## src/rtl/cdb_arbiter_if.sv

```systemverilog
// Request, flush and CDB broadcast signals of the three-requester CDB arbiter.
// The arbiter uses the slave modport; whoever drives requests uses master.
interface cdb_arbiter_if #(
    parameter int TAG_W  = 4,
    parameter int DATA_W = 32
);
    logic              in_flush;

    logic              in_req0_valid;
    logic [TAG_W-1:0]  in_req0_tag;
    logic [DATA_W-1:0] in_req0_value;
    logic              in_req0_isjump;
    logic [DATA_W-1:0] in_req0_jump_addr;

    logic              in_req1_valid;
    logic [TAG_W-1:0]  in_req1_tag;
    logic [DATA_W-1:0] in_req1_value;
    logic              in_req1_isjump;
    logic [DATA_W-1:0] in_req1_jump_addr;

    logic              in_req2_valid;
    logic [TAG_W-1:0]  in_req2_tag;
    logic [DATA_W-1:0] in_req2_value;
    logic              in_req2_isjump;
    logic [DATA_W-1:0] in_req2_jump_addr;

    logic              out_req0_ready;
    logic              out_req1_ready;
    logic              out_req2_ready;

    logic [TAG_W-1:0]  out_cdb_rob_tag;
    logic [DATA_W-1:0] out_cdb_value;
    logic              out_cdb_isjump;
    logic [DATA_W-1:0] out_cdb_jump_addr;
    logic              out_busy;

    modport master (
        output in_flush,
        output in_req0_valid, in_req0_tag, in_req0_value, in_req0_isjump, in_req0_jump_addr,
        output in_req1_valid, in_req1_tag, in_req1_value, in_req1_isjump, in_req1_jump_addr,
        output in_req2_valid, in_req2_tag, in_req2_value, in_req2_isjump, in_req2_jump_addr,
        input  out_req0_ready, out_req1_ready, out_req2_ready,
        input  out_cdb_rob_tag, out_cdb_value, out_cdb_isjump, out_cdb_jump_addr, out_busy
    );

    modport slave (
        input  in_flush,
        input  in_req0_valid, in_req0_tag, in_req0_value, in_req0_isjump, in_req0_jump_addr,
        input  in_req1_valid, in_req1_tag, in_req1_value, in_req1_isjump, in_req1_jump_addr,
        input  in_req2_valid, in_req2_tag, in_req2_value, in_req2_isjump, in_req2_jump_addr,
        output out_req0_ready, out_req1_ready, out_req2_ready,
        output out_cdb_rob_tag, out_cdb_value, out_cdb_isjump, out_cdb_jump_addr, out_busy
    );
endinterface

```

## src/rtl/cdb_arbiter.sv

```systemverilog
// CDB arbiter: three requesters (two ALUs, one branch unit) each own a
// one-entry hold buffer; occupied buffers are granted round-robin, one per
// cycle, and the winner is broadcast on the registered CDB the next cycle.
// A tag of 0 means "no broadcast", so tag-0 offers are never accepted.
module cdb_arbiter #(
    parameter int TAG_W  = 4,
    parameter int DATA_W = 32
) (
    input  logic         clk,
    input  logic         rst,
    cdb_arbiter_if.slave bus
);
    localparam int N = 3;

    // modulo-3 add for the round-robin pointer (operands always 0..2)
    function automatic logic [1:0] wrap3(input logic [1:0] a, input logic [1:0] b);
        logic [2:0] s;
        s = {1'b0, a} + {1'b0, b};
        if (s >= 3'd3) s = s - 3'd3;
        return s[1:0];
    endfunction

    logic [N-1:0]      req_v, req_j;
    logic [TAG_W-1:0]  req_tag  [N];
    logic [DATA_W-1:0] req_val  [N];
    logic [DATA_W-1:0] req_addr [N];

    logic [N-1:0]      buf_v_q, buf_v_d, buf_j_q, buf_j_d;
    logic [TAG_W-1:0]  buf_tag_q  [N];
    logic [TAG_W-1:0]  buf_tag_d  [N];
    logic [DATA_W-1:0] buf_val_q  [N];
    logic [DATA_W-1:0] buf_val_d  [N];
    logic [DATA_W-1:0] buf_addr_q [N];
    logic [DATA_W-1:0] buf_addr_d [N];
    logic [1:0]        rr_q, rr_d;

    logic [TAG_W-1:0]  cdb_tag_q, cdb_tag_d;
    logic [DATA_W-1:0] cdb_val_q, cdb_val_d;
    logic              cdb_j_q, cdb_j_d;
    logic [DATA_W-1:0] cdb_addr_q, cdb_addr_d;

    logic [N-1:0]      grant, ready, accept;
    logic              gnt_any;
    logic [1:0]        gnt_idx, scan_idx;

    // Gather the per-requester interface signals into indexable arrays.
    always_comb begin
        req_v       = {bus.in_req2_valid, bus.in_req1_valid, bus.in_req0_valid};
        req_j       = {bus.in_req2_isjump, bus.in_req1_isjump, bus.in_req0_isjump};
        req_tag[0]  = bus.in_req0_tag;
        req_tag[1]  = bus.in_req1_tag;
        req_tag[2]  = bus.in_req2_tag;
        req_val[0]  = bus.in_req0_value;
        req_val[1]  = bus.in_req1_value;
        req_val[2]  = bus.in_req2_value;
        req_addr[0] = bus.in_req0_jump_addr;
        req_addr[1] = bus.in_req1_jump_addr;
        req_addr[2] = bus.in_req2_jump_addr;
    end

    // Round-robin grant over occupied buffers, scanning rr, rr+1, rr+2.
    always_comb begin
        grant    = '0;
        gnt_any  = 1'b0;
        gnt_idx  = '0;
        scan_idx = '0;
        for (int i = 0; i < N; i++) begin
            scan_idx = wrap3(rr_q, 2'(i));
            if (!gnt_any && buf_v_q[scan_idx]) begin
                gnt_any           = 1'b1;
                gnt_idx           = scan_idx;
                grant[scan_idx]   = 1'b1;
            end
        end
    end

    // A buffer can take a new offer when empty or being drained this cycle.
    always_comb begin
        ready  = ~buf_v_q | grant;
        accept = '0;
        for (int k = 0; k < N; k++) begin
            accept[k] = req_v[k] && ready[k] && !bus.in_flush && (req_tag[k] != '0);
        end
    end

    // Next state: drain the winner to the CDB, refill accepted buffers; flush wipes all.
    always_comb begin
        buf_v_d    = buf_v_q;
        buf_j_d    = buf_j_q;
        buf_tag_d  = buf_tag_q;
        buf_val_d  = buf_val_q;
        buf_addr_d = buf_addr_q;
        rr_d       = rr_q;
        cdb_tag_d  = '0;
        cdb_val_d  = '0;
        cdb_j_d    = 1'b0;
        cdb_addr_d = '0;

        if (gnt_any) begin
            buf_v_d[gnt_idx] = 1'b0;
            cdb_tag_d        = buf_tag_q[gnt_idx];
            cdb_val_d        = buf_val_q[gnt_idx];
            cdb_j_d          = buf_j_q[gnt_idx];
            cdb_addr_d       = buf_addr_q[gnt_idx];
            rr_d             = wrap3(gnt_idx, 2'd1);
        end

        for (int k = 0; k < N; k++) begin
            if (accept[k]) begin
                buf_v_d[k]    = 1'b1;
                buf_j_d[k]    = req_j[k];
                buf_tag_d[k]  = req_tag[k];
                buf_val_d[k]  = req_val[k];
                buf_addr_d[k] = req_addr[k];
            end
        end

        // the cycle's grant is discarded, not broadcast, and rr does not move
        if (bus.in_flush) begin
            buf_v_d    = '0;
            rr_d       = rr_q;
            cdb_tag_d  = '0;
            cdb_val_d  = '0;
            cdb_j_d    = 1'b0;
            cdb_addr_d = '0;
        end
    end

    // State register; reset takes priority over a simultaneous flush.
    always_ff @(posedge clk) begin
        if (rst) begin
            buf_v_q    <= '0;
            buf_j_q    <= '0;
            rr_q       <= '0;
            cdb_tag_q  <= '0;
            cdb_val_q  <= '0;
            cdb_j_q    <= 1'b0;
            cdb_addr_q <= '0;
            for (int k = 0; k < N; k++) begin
                buf_tag_q[k]  <= '0;
                buf_val_q[k]  <= '0;
                buf_addr_q[k] <= '0;
            end
        end else begin
            buf_v_q    <= buf_v_d;
            buf_j_q    <= buf_j_d;
            buf_tag_q  <= buf_tag_d;
            buf_val_q  <= buf_val_d;
            buf_addr_q <= buf_addr_d;
            rr_q       <= rr_d;
            cdb_tag_q  <= cdb_tag_d;
            cdb_val_q  <= cdb_val_d;
            cdb_j_q    <= cdb_j_d;
            cdb_addr_q <= cdb_addr_d;
        end
    end

    assign bus.out_req0_ready    = ready[0];
    assign bus.out_req1_ready    = ready[1];
    assign bus.out_req2_ready    = ready[2];
    assign bus.out_cdb_rob_tag   = cdb_tag_q;
    assign bus.out_cdb_value     = cdb_val_q;
    assign bus.out_cdb_isjump    = cdb_j_q;
    assign bus.out_cdb_jump_addr = cdb_addr_q;
    assign bus.out_busy          = |buf_v_q;
endmodule

```

## src/flat_wrapper.sv

```systemverilog
// flat-port wrapper written by rule: the top's interface ports become plain ports
module cdb_arbiter_flat 
#(
    parameter int TAG_W  = 4,
    parameter int DATA_W = 32
)
  (clk, rst, bus_in_flush, bus_in_req0_valid, bus_in_req0_tag, bus_in_req0_value, bus_in_req0_isjump, bus_in_req0_jump_addr, bus_in_req1_valid, bus_in_req1_tag, bus_in_req1_value, bus_in_req1_isjump, bus_in_req1_jump_addr, bus_in_req2_valid, bus_in_req2_tag, bus_in_req2_value, bus_in_req2_isjump, bus_in_req2_jump_addr, bus_out_req0_ready, bus_out_req1_ready, bus_out_req2_ready, bus_out_cdb_rob_tag, bus_out_cdb_value, bus_out_cdb_isjump, bus_out_cdb_jump_addr, bus_out_busy);
  cdb_arbiter_if #(.TAG_W(TAG_W), .DATA_W(DATA_W)) bus_i ();
  input  logic clk;
  input  logic rst;
  input wire logic [$bits(bus_i.in_flush)-1:0] bus_in_flush;
  input wire logic [$bits(bus_i.in_req0_valid)-1:0] bus_in_req0_valid;
  input wire logic [$bits(bus_i.in_req0_tag)-1:0] bus_in_req0_tag;
  input wire logic [$bits(bus_i.in_req0_value)-1:0] bus_in_req0_value;
  input wire logic [$bits(bus_i.in_req0_isjump)-1:0] bus_in_req0_isjump;
  input wire logic [$bits(bus_i.in_req0_jump_addr)-1:0] bus_in_req0_jump_addr;
  input wire logic [$bits(bus_i.in_req1_valid)-1:0] bus_in_req1_valid;
  input wire logic [$bits(bus_i.in_req1_tag)-1:0] bus_in_req1_tag;
  input wire logic [$bits(bus_i.in_req1_value)-1:0] bus_in_req1_value;
  input wire logic [$bits(bus_i.in_req1_isjump)-1:0] bus_in_req1_isjump;
  input wire logic [$bits(bus_i.in_req1_jump_addr)-1:0] bus_in_req1_jump_addr;
  input wire logic [$bits(bus_i.in_req2_valid)-1:0] bus_in_req2_valid;
  input wire logic [$bits(bus_i.in_req2_tag)-1:0] bus_in_req2_tag;
  input wire logic [$bits(bus_i.in_req2_value)-1:0] bus_in_req2_value;
  input wire logic [$bits(bus_i.in_req2_isjump)-1:0] bus_in_req2_isjump;
  input wire logic [$bits(bus_i.in_req2_jump_addr)-1:0] bus_in_req2_jump_addr;
  output wire logic [$bits(bus_i.out_req0_ready)-1:0] bus_out_req0_ready;
  output wire logic [$bits(bus_i.out_req1_ready)-1:0] bus_out_req1_ready;
  output wire logic [$bits(bus_i.out_req2_ready)-1:0] bus_out_req2_ready;
  output wire logic [$bits(bus_i.out_cdb_rob_tag)-1:0] bus_out_cdb_rob_tag;
  output wire logic [$bits(bus_i.out_cdb_value)-1:0] bus_out_cdb_value;
  output wire logic [$bits(bus_i.out_cdb_isjump)-1:0] bus_out_cdb_isjump;
  output wire logic [$bits(bus_i.out_cdb_jump_addr)-1:0] bus_out_cdb_jump_addr;
  output wire logic [$bits(bus_i.out_busy)-1:0] bus_out_busy;
  assign bus_i.in_flush = bus_in_flush;
  assign bus_i.in_req0_valid = bus_in_req0_valid;
  assign bus_i.in_req0_tag = bus_in_req0_tag;
  assign bus_i.in_req0_value = bus_in_req0_value;
  assign bus_i.in_req0_isjump = bus_in_req0_isjump;
  assign bus_i.in_req0_jump_addr = bus_in_req0_jump_addr;
  assign bus_i.in_req1_valid = bus_in_req1_valid;
  assign bus_i.in_req1_tag = bus_in_req1_tag;
  assign bus_i.in_req1_value = bus_in_req1_value;
  assign bus_i.in_req1_isjump = bus_in_req1_isjump;
  assign bus_i.in_req1_jump_addr = bus_in_req1_jump_addr;
  assign bus_i.in_req2_valid = bus_in_req2_valid;
  assign bus_i.in_req2_tag = bus_in_req2_tag;
  assign bus_i.in_req2_value = bus_in_req2_value;
  assign bus_i.in_req2_isjump = bus_in_req2_isjump;
  assign bus_i.in_req2_jump_addr = bus_in_req2_jump_addr;
  assign bus_out_req0_ready = bus_i.out_req0_ready;
  assign bus_out_req1_ready = bus_i.out_req1_ready;
  assign bus_out_req2_ready = bus_i.out_req2_ready;
  assign bus_out_cdb_rob_tag = bus_i.out_cdb_rob_tag;
  assign bus_out_cdb_value = bus_i.out_cdb_value;
  assign bus_out_cdb_isjump = bus_i.out_cdb_isjump;
  assign bus_out_cdb_jump_addr = bus_i.out_cdb_jump_addr;
  assign bus_out_busy = bus_i.out_busy;
  cdb_arbiter #(.TAG_W(TAG_W), .DATA_W(DATA_W)) u_core (.clk(clk), .rst(rst), .bus(bus_i));
endmodule
```

## config.mk

```make
export PLATFORM = sky130hd
export DESIGN_NAME = cdb_arbiter_flat
export DESIGN_NICKNAME = d
export VERILOG_FILES = /design/src/rtl/cdb_arbiter_if.sv /design/src/rtl/cdb_arbiter.sv /design/src/flat_wrapper.sv
export SDC_FILE = /design/constraint.sdc
export NUM_CORES = 1
export LEC_CHECK = 0
export CORE_MARGIN = 5
export CORE_UTILIZATION = 25
export CTS_CLUSTER_DIAMETER = 40
export CTS_CLUSTER_SIZE = 14
export DETAILED_ROUTE_END_ITERATION = 10
export GPL_TIMING_DRIVEN = 0
export PLACE_DENSITY_LB_ADDON = 0.05
export SYNTH_ARGS = -nofsm -noshare
export SYNTH_HDL_FRONTEND = slang
export SYNTH_SLANG_ARGS = --single-unit
```

## constraint.sdc

```tcl
create_clock -name clk -period 6.8 [get_ports clk]
set_input_delay 1.02 -clock clk [delete_from_list [all_inputs] [get_ports clk]]
set_output_delay 1.02 -clock clk [all_outputs]
set_load 0.02 [all_outputs]
```

==> results.md, run 1 <==
* Slew HR at 10.9%
* Top post-synthesis cells by count: dfxtp_1, a21oi_1, nand2_1
* Grt met1 use at 27.9%
* Synthesized flop and latch total at 281
* Post-CTS Hold Fix Bufs at 0
* Clock sinks at 281
* Power Density at 267 nW/um^2
* Global-route wire length before repair at 97900 um
* Final setup margin at 1.73 ns
* FF-to-FF End: u_core.bus.out_cdb_value[28]
* CP required at 5.78 ns
* Final Max Tran Viols at 0
* Avg Vias per Cell at 5.12
* Total core area at 56700 um^2
* Most frequent cell after synthesis: dfxtp_1
* Number of synthesized flops with an enable pin at 0
* Nets@finish at 2386
* Cells after Synth at 1822
* Crit path to: bus_out_req2_ready
* Post-cts sizing count at 0
* VDD IR max at 167 uV
* Final setup fails at 0
* Hold Crit Class: reg2reg
* Crit. End Element: primary output
* DRT iter0 DRCs at 943
* P_leak at 6.64 nW
* Routed WL per cell at 22.6 um
* Worst r2r path cells at 8
* Dominant register cell in the synthesized netlist: dfxtp_1
* Cell Int Power at 3.93 mW
* Ports at 286
* Port bufs at 284
* Clock Tree Buf Depth at 3
* Max Cap Violations at 0
* Layout area overhead at 40.9%
* Final Hold Fails at 0
* Total gr overflow at 0
* Vias in the first global route at 15300
* Clock latency on the worst-skew pair at 0.61 ns
* F_max at 197 MHz
* Status: complete, no violations
* Clk pwr share at 56.0%
* Top cell type's share of synthesized area at 39.2%
* Hold Slack at 0.470 ns
* Synth cell types at 52
* Sequential power share at 32.6%
* Met3 usage at 3.22%
* Final wirelength at 67100 um
* CTS tree: done
* Pin slew with the least headroom to its limit at 1.34 ns
* Mapped Nets at 2042
* Fin crit period at 5.07 ns
* CP max stage cell: mux2i_1
* Clk pin slew, worst setup/hold paths at 0.06 ns
* Worst Path Arrival at 4.05 ns
* Total GRT Usage at 20.3%
* Switching Share at 27.3%
* Starting Density at 25.3%
* Critical path fanouts, max at 10
* Most used cell, CP: buf_2
* Leading area contributor after synthesis: dfxtp_1
* Die H at 250 um
* Crit path launch type: flip-flop
* Synth warn at 0
* Place WS at 2.11 ns
* Post-CTS Setup Bufs at 0
* Gate power share at 11.4%
* Crit Path Class: reg2out
* Crit-path cells: inv_1 -> ha_1 -> nand2b_1 -> mux2i_1 -> buf_2 -> buf_2 -> o21bai_1 -> clkdlybuf4s50_1
* Die Area at 62400 um^2
* RePlAce Congestion at 0.810
* Largest net degree at the start of global routing at 15
* Busiest grt layer: met2
* Share of cells above drive strength 1 at 8.44%
* Final clock skew at 0.0206 ns
* Site row count at 87
* Post-route ant nets at 0
* Sequential share of the synthesized area at 39.2%
* Grt met2 use at 32.9%
* Via Count at 15200
* R2R Path Start: u_core.rr_q[0]
* Critical Path Max Stage Delay at 0.84 ns
* Fin Setup TNS at 0 ns
* Post-synthesis async set-or-reset flop share at 0%
* RSZ-0062 raised after global routing: no
* Switching power total at 1.48 mW
* Die width at 250 um
* CTS root buf: clkbuf_16
* TritonRoute pass-1 iters at 5
* Ratio of final minimum period to clock period at 74.6%
* Syn avg cell area at 7.89 um^2
* Final core utilization at 35.7%
* Residual DRC count at 0
* Antenna violations before repair at 4
* Cts bufs inserted at 57
* Flop-to-flop setup slack at 3.42 ns
* Mapped Area at 14400 um^2
* H-tree level count at 2
* Top post-synthesis cells by area: dfxtp_1, a21oi_1, o211ai_1
* DP HPWL at 49900 um
* Crit. Startpoint: u_core.rr_q[1]
## routing by layer
metal	vias up	share of wire [%]
met5	-	0.042
li1	7336	-
met4	4	2.8
met2	505	46
met3	107	5.1
met1	7272	46
## flip-flops by register name, summed over array words and instances, names as in the netlist
register and cells:
u_core.rr_q 2, u_core.bus.out_cdb_jump_addr 32, u_core.bus.out_cdb_value 32, u_core.buf_addr_q 96, u_core.buf_j_q 3, u_core.buf_tag_q 12
u_core.bus.out_cdb_rob_tag 4, u_core.bus.out_cdb_isjump 1, u_core.buf_val_q 96, u_core.buf_v_q 3
## critical path, delay by kind of cell (launching register included)
family	cells	cell delay, ns
fa+ha+maj	1	0.29
compound gates	1	0.22
mux	1	0.84
simple gates	1	0.23
buf+inv	4	1.51
flops	1	0.37
## how the worst min path moves through the flow
stage | startpoint | end | cells past startpoint
floorplan | u_core.buf_j_q[1] | u_core.bus.out_cdb_isjump | 2
CTS | u_core.buf_addr_q[37] | u_core.bus.out_cdb_jump_addr[5] | 2
finish | u_core.buf_addr_q[37] | u_core.bus.out_cdb_jump_addr[5] | 2
global route | u_core.buf_addr_q[37] | u_core.bus.out_cdb_jump_addr[5] | 2
global placement | u_core.buf_addr_q[5] | u_core.buf_addr_q[5] | 2
detailed placement | u_core.buf_addr_q[37] | u_core.bus.out_cdb_jump_addr[5] | 2
## placed cells by master (no fill, tap or decap), drive strengths merged, types with 33 or more instances in the layout
master / synthesis / layout
a21oi: 212 / 212
clkdlybuf4s50: 0 / 284
o31ai: 66 / 66
nand2: 207 / 207
nand3: 143 / 143
nor2: 69 / 69
o211ai: 139 / 139
buf: 67 / 68
dfxtp: 281 / 281
mux2i: 74 / 74
clkbuf: 143 / 205
o21ai: 80 / 80
nand2b: 141 / 141
nor3: 70 / 70
o221ai: 69 / 69
inv: 14 / 33
## power by group through the flow
stage / clock (mW) / sequential, mW / combinational (mW)
after floorplan: 0 / 1.78 / 0.314
after global placement: 0 / 1.79 / 0.610
after detailed placement: 0 / 1.79 / 0.616
after CTS: 3.08 / 1.76 / 0.619
after global routing: 3.16 / 1.77 / 0.665
final: 3.03 / 1.76 / 0.617
## stage by stage
| stage | instances | instance area, um^2 | power (mW) |
|---|---|---|---|
| 3_3_place_gp | 2862 | 18200 | 2.40 |
| 5_1_grt | 2971 | 20200 | 5.59 |
| 3_5_place_dp | 2863 | 18200 | 2.41 |
| 4_1_cts | 2971 | 20200 | 5.46 |
| 6_report | 2972 | 20300 | 5.41 |
| 2_1_floorplan | 1822 | 14400 | 2.09 |
## area by class of cell
type	count	area [um^2]
Multi-Input combinational cell	1316	7780
Tap cell	756	946
Inverter	15	57.6
Fill cell	5919	36500
Clock inverter	46	558
Timing Repair Buffer	285	2850
Clock buffer	62	1520
Sequential cell	281	5630
Buffer	210	907
Antenna cell	1	2.50
## cells by family after synthesis
family,count (synthesis),share of synthesized area [%]
and+or+nand+nor,650,21.8
DFF,281,39.2
muxes,76,5.34
adders and majority gates,7,0.610
AOI/OAI and AO/OA,583,26.3
buffers and inverters,225,6.71
(Power assumes the default switching activity.)
==> run 2: changes to the inputs <==
==> constraint.sdc (replaced) <==
create_clock -name clk -period 4.13 [get_ports clk]
set_input_delay 0.6195 -clock clk [delete_from_list [all_inputs] [get_ports clk]]
set_output_delay 0.6195 -clock clk [all_outputs]
set_load 0.02 [all_outputs]
==> run 2 against run 1 <==
Effect of this change:
- clock power increased by 65%
- first-iteration DRC count decreased by 3.1%
- routed wire length increased by 0.10%
- die area unchanged
- power increased by 65%
- critical path depth increased by 1
- critical endpoint unchanged
==> results.md, run 2 (same netlist as run 1, synthesis figures left out) <==
* Power Density at 438 nW/um^2
* Switching power total at 2.43 mW
* Layout area overhead at 41.6%
* Sequential cell area at 5630 um^2
* CTS root buf: clkbuf_16
* Die Area at 62400 um^2
* Clock Tree Buf Depth at 3
* Place WS at -0.155 ns
* Commonest non-fill, non-tap cells in the layout: clkdlybuf4s50_1, dfxtp_1, a21oi_1
* Commonest non-fill, non-tap cell in the layout: clkdlybuf4s50_1
* Total core area at 56700 um^2
* Fillers at 5920
* Final Max Tran Viols at 0
* H-tree level count at 2
* Final Power at 8.91 mW
* Crit. End Element: primary output
* Cts bufs inserted at 57
* CTS tree: done
* Final setup fails at 0
* Nets@finish at 2392
* Routed WL per cell at 22.5 um
* TritonRoute pass-1 iters at 6
* Max Cap Violations at 0
* Fin Setup TNS at 0 ns
* FF-to-FF End: u_core.buf_addr_q[23]
* Avg Vias per Cell at 5.14
* Total GRT Usage at 20.4%
* Final clock skew at 0.0176 ns
* Starting Density at 25.3%
* Global-route wire length before repair at 98000 um
* Critical path fanouts, max at 10
* Port bufs at 284
* Post-CTS Hold Fix Bufs at 0
* Clock latency on the worst-skew pair at 0.60 ns
* Antenna violations before repair at 3
* R2R Path Start: u_core.rr_q[0]
* Crit path to: bus_out_req2_ready
* DRT iter0 DRCs at 914
* Slew HR at 8.79%
* DP HPWL at 49900 um
* Multi-input logic area at 7830 um^2
* Share of cells above drive strength 1 at 8.82%
* Hold Slack at 0.470 ns
* Final core utilization at 35.9%
* Post-route ant nets at 0
* Crit Path Class: reg2out
* Flop-to-flop setup slack at 0.80 ns
* Crit. Startpoint: u_core.rr_q[1]
* Final setup margin at 0.218 ns
* Crit path launch type: flip-flop
* Pin slew with the least headroom to its limit at 1.37 ns
* Site row count at 87
* RePlAce Congestion at 0.810
* Ratio of final minimum period to clock period at 94.7%
* F_max at 256 MHz
* Worst Path Arrival at 3.29 ns
* Largest regs: u_core.buf_addr_q (96), u_core.buf_val_q (96)
* Switching Share at 27.3%
* Via Count at 15300
* Clk pin slew, worst setup/hold paths at 0.06 ns
* Final Hold Fails at 0
* Largest net degree at the start of global routing at 15
* Fin crit period at 3.91 ns
* Total gr overflow at 0
* Clock sinks at 281
* Residual DRC count at 0
* Sequential power share at 32.5%
* RSZ-0062 raised after global routing: no
* Clk pwr share at 56.0%
* Worst r2r path cells at 10
* Ports at 286
* Die H at 250 um
* VDD IR max at 274 uV
* Vias in the first global route at 15300
* Gate power share at 11.5%
* P_leak at 6.68 nW
* Hold Crit Class: reg2reg
* Final wirelength at 67100 um
* CP required at 3.51 ns
* Cell Int Power at 6.48 mW
* Status: complete, no violations
* Die width at 250 um
==> run 2: cell count changes in the layout (fill, tap and decap cells not counted), sizes merged <==
cell	before	now
dlymetal6s2s	0	1
clkdlybuf4s50	284	283
buf	68	74
==> run 2: how the worst min path moves through the flow <==
stage,end,cells after the start,start,slack [ns]
2_1_floorplan,u_core.bus.out_cdb_isjump,2,u_core.buf_j_q[1],0.45
3_3_place_gp,u_core.buf_addr_q[5],2,u_core.buf_addr_q[5],0.46
3_5_place_dp,u_core.bus.out_cdb_jump_addr[5],2,u_core.buf_addr_q[37],0.46
4_1_cts,u_core.bus.out_cdb_jump_addr[5],2,u_core.buf_addr_q[37],0.46
5_1_grt,u_core.bus.out_cdb_jump_addr[5],2,u_core.buf_addr_q[37],0.50
6_report,u_core.bus.out_cdb_jump_addr[5],2,u_core.buf_addr_q[37],0.47
==> run 2: stage by stage <==
step / area (um^2) / cells
2_1_floorplan: 14400 / 1822
3_3_place_gp: 18200 / 2862
3_5_place_dp: 18200 / 2863
4_1_cts: 20300 / 2974
5_1_grt: 20300 / 2977
6_report: 20300 / 2978
==> run 2: area by class of cell <==
type / count / area share (%)
Tap cell: 756 / 4.65
Multi-Input combinational cell: 1316 / 38.5
Sequential cell: 281 / 27.6
Buffer: 210 / 4.48
Inverter: 15 / 0.283
Timing Repair Buffer: 291 / 14.3
Antenna cell: 1 / 0.0123
Clock buffer: 62 / 7.46
Clock inverter: 46 / 2.74
==> run 2: critical path, cell delays in order (launching register included) <==
cell	delay, ns
dfxtp_1	0.33
inv_1	0.08
ha_1	0.23
mux2i_4	0.27
buf_4	0.14
mux2i_4	0.08
buf_4	0.22
buf_2	0.24
o21bai_1	0.39
clkdlybuf4s50_1	0.70
==> run 2: power groups by stage <==
stage                     logic [mW]  registers (mW)  clock network, mW
after floorplan                0.517            2.93                  0
after global placement          1.01            2.95                  0
after detailed placement        1.01            2.95                  0
after CTS                       1.02            2.90               5.08
after global routing            1.10            2.91               5.21
final                           1.02            2.90               4.99
==> run 2: timing repair <==
item,CTS,global route
gates resized for setup,7,3
buffers inserted,3,3
pin swaps,1,0
endpoints found under the setup margin,2,2
==> run 2: layer usage <==
layer  vias up  part of all wire [%]  track usage, %
met4         2                   2.8            6.32
li1       7338                     -               -
met2       516                    46            32.9
met5         -                 0.019               0
met1      7338                    46            28.0
met3       102                   5.2            3.20
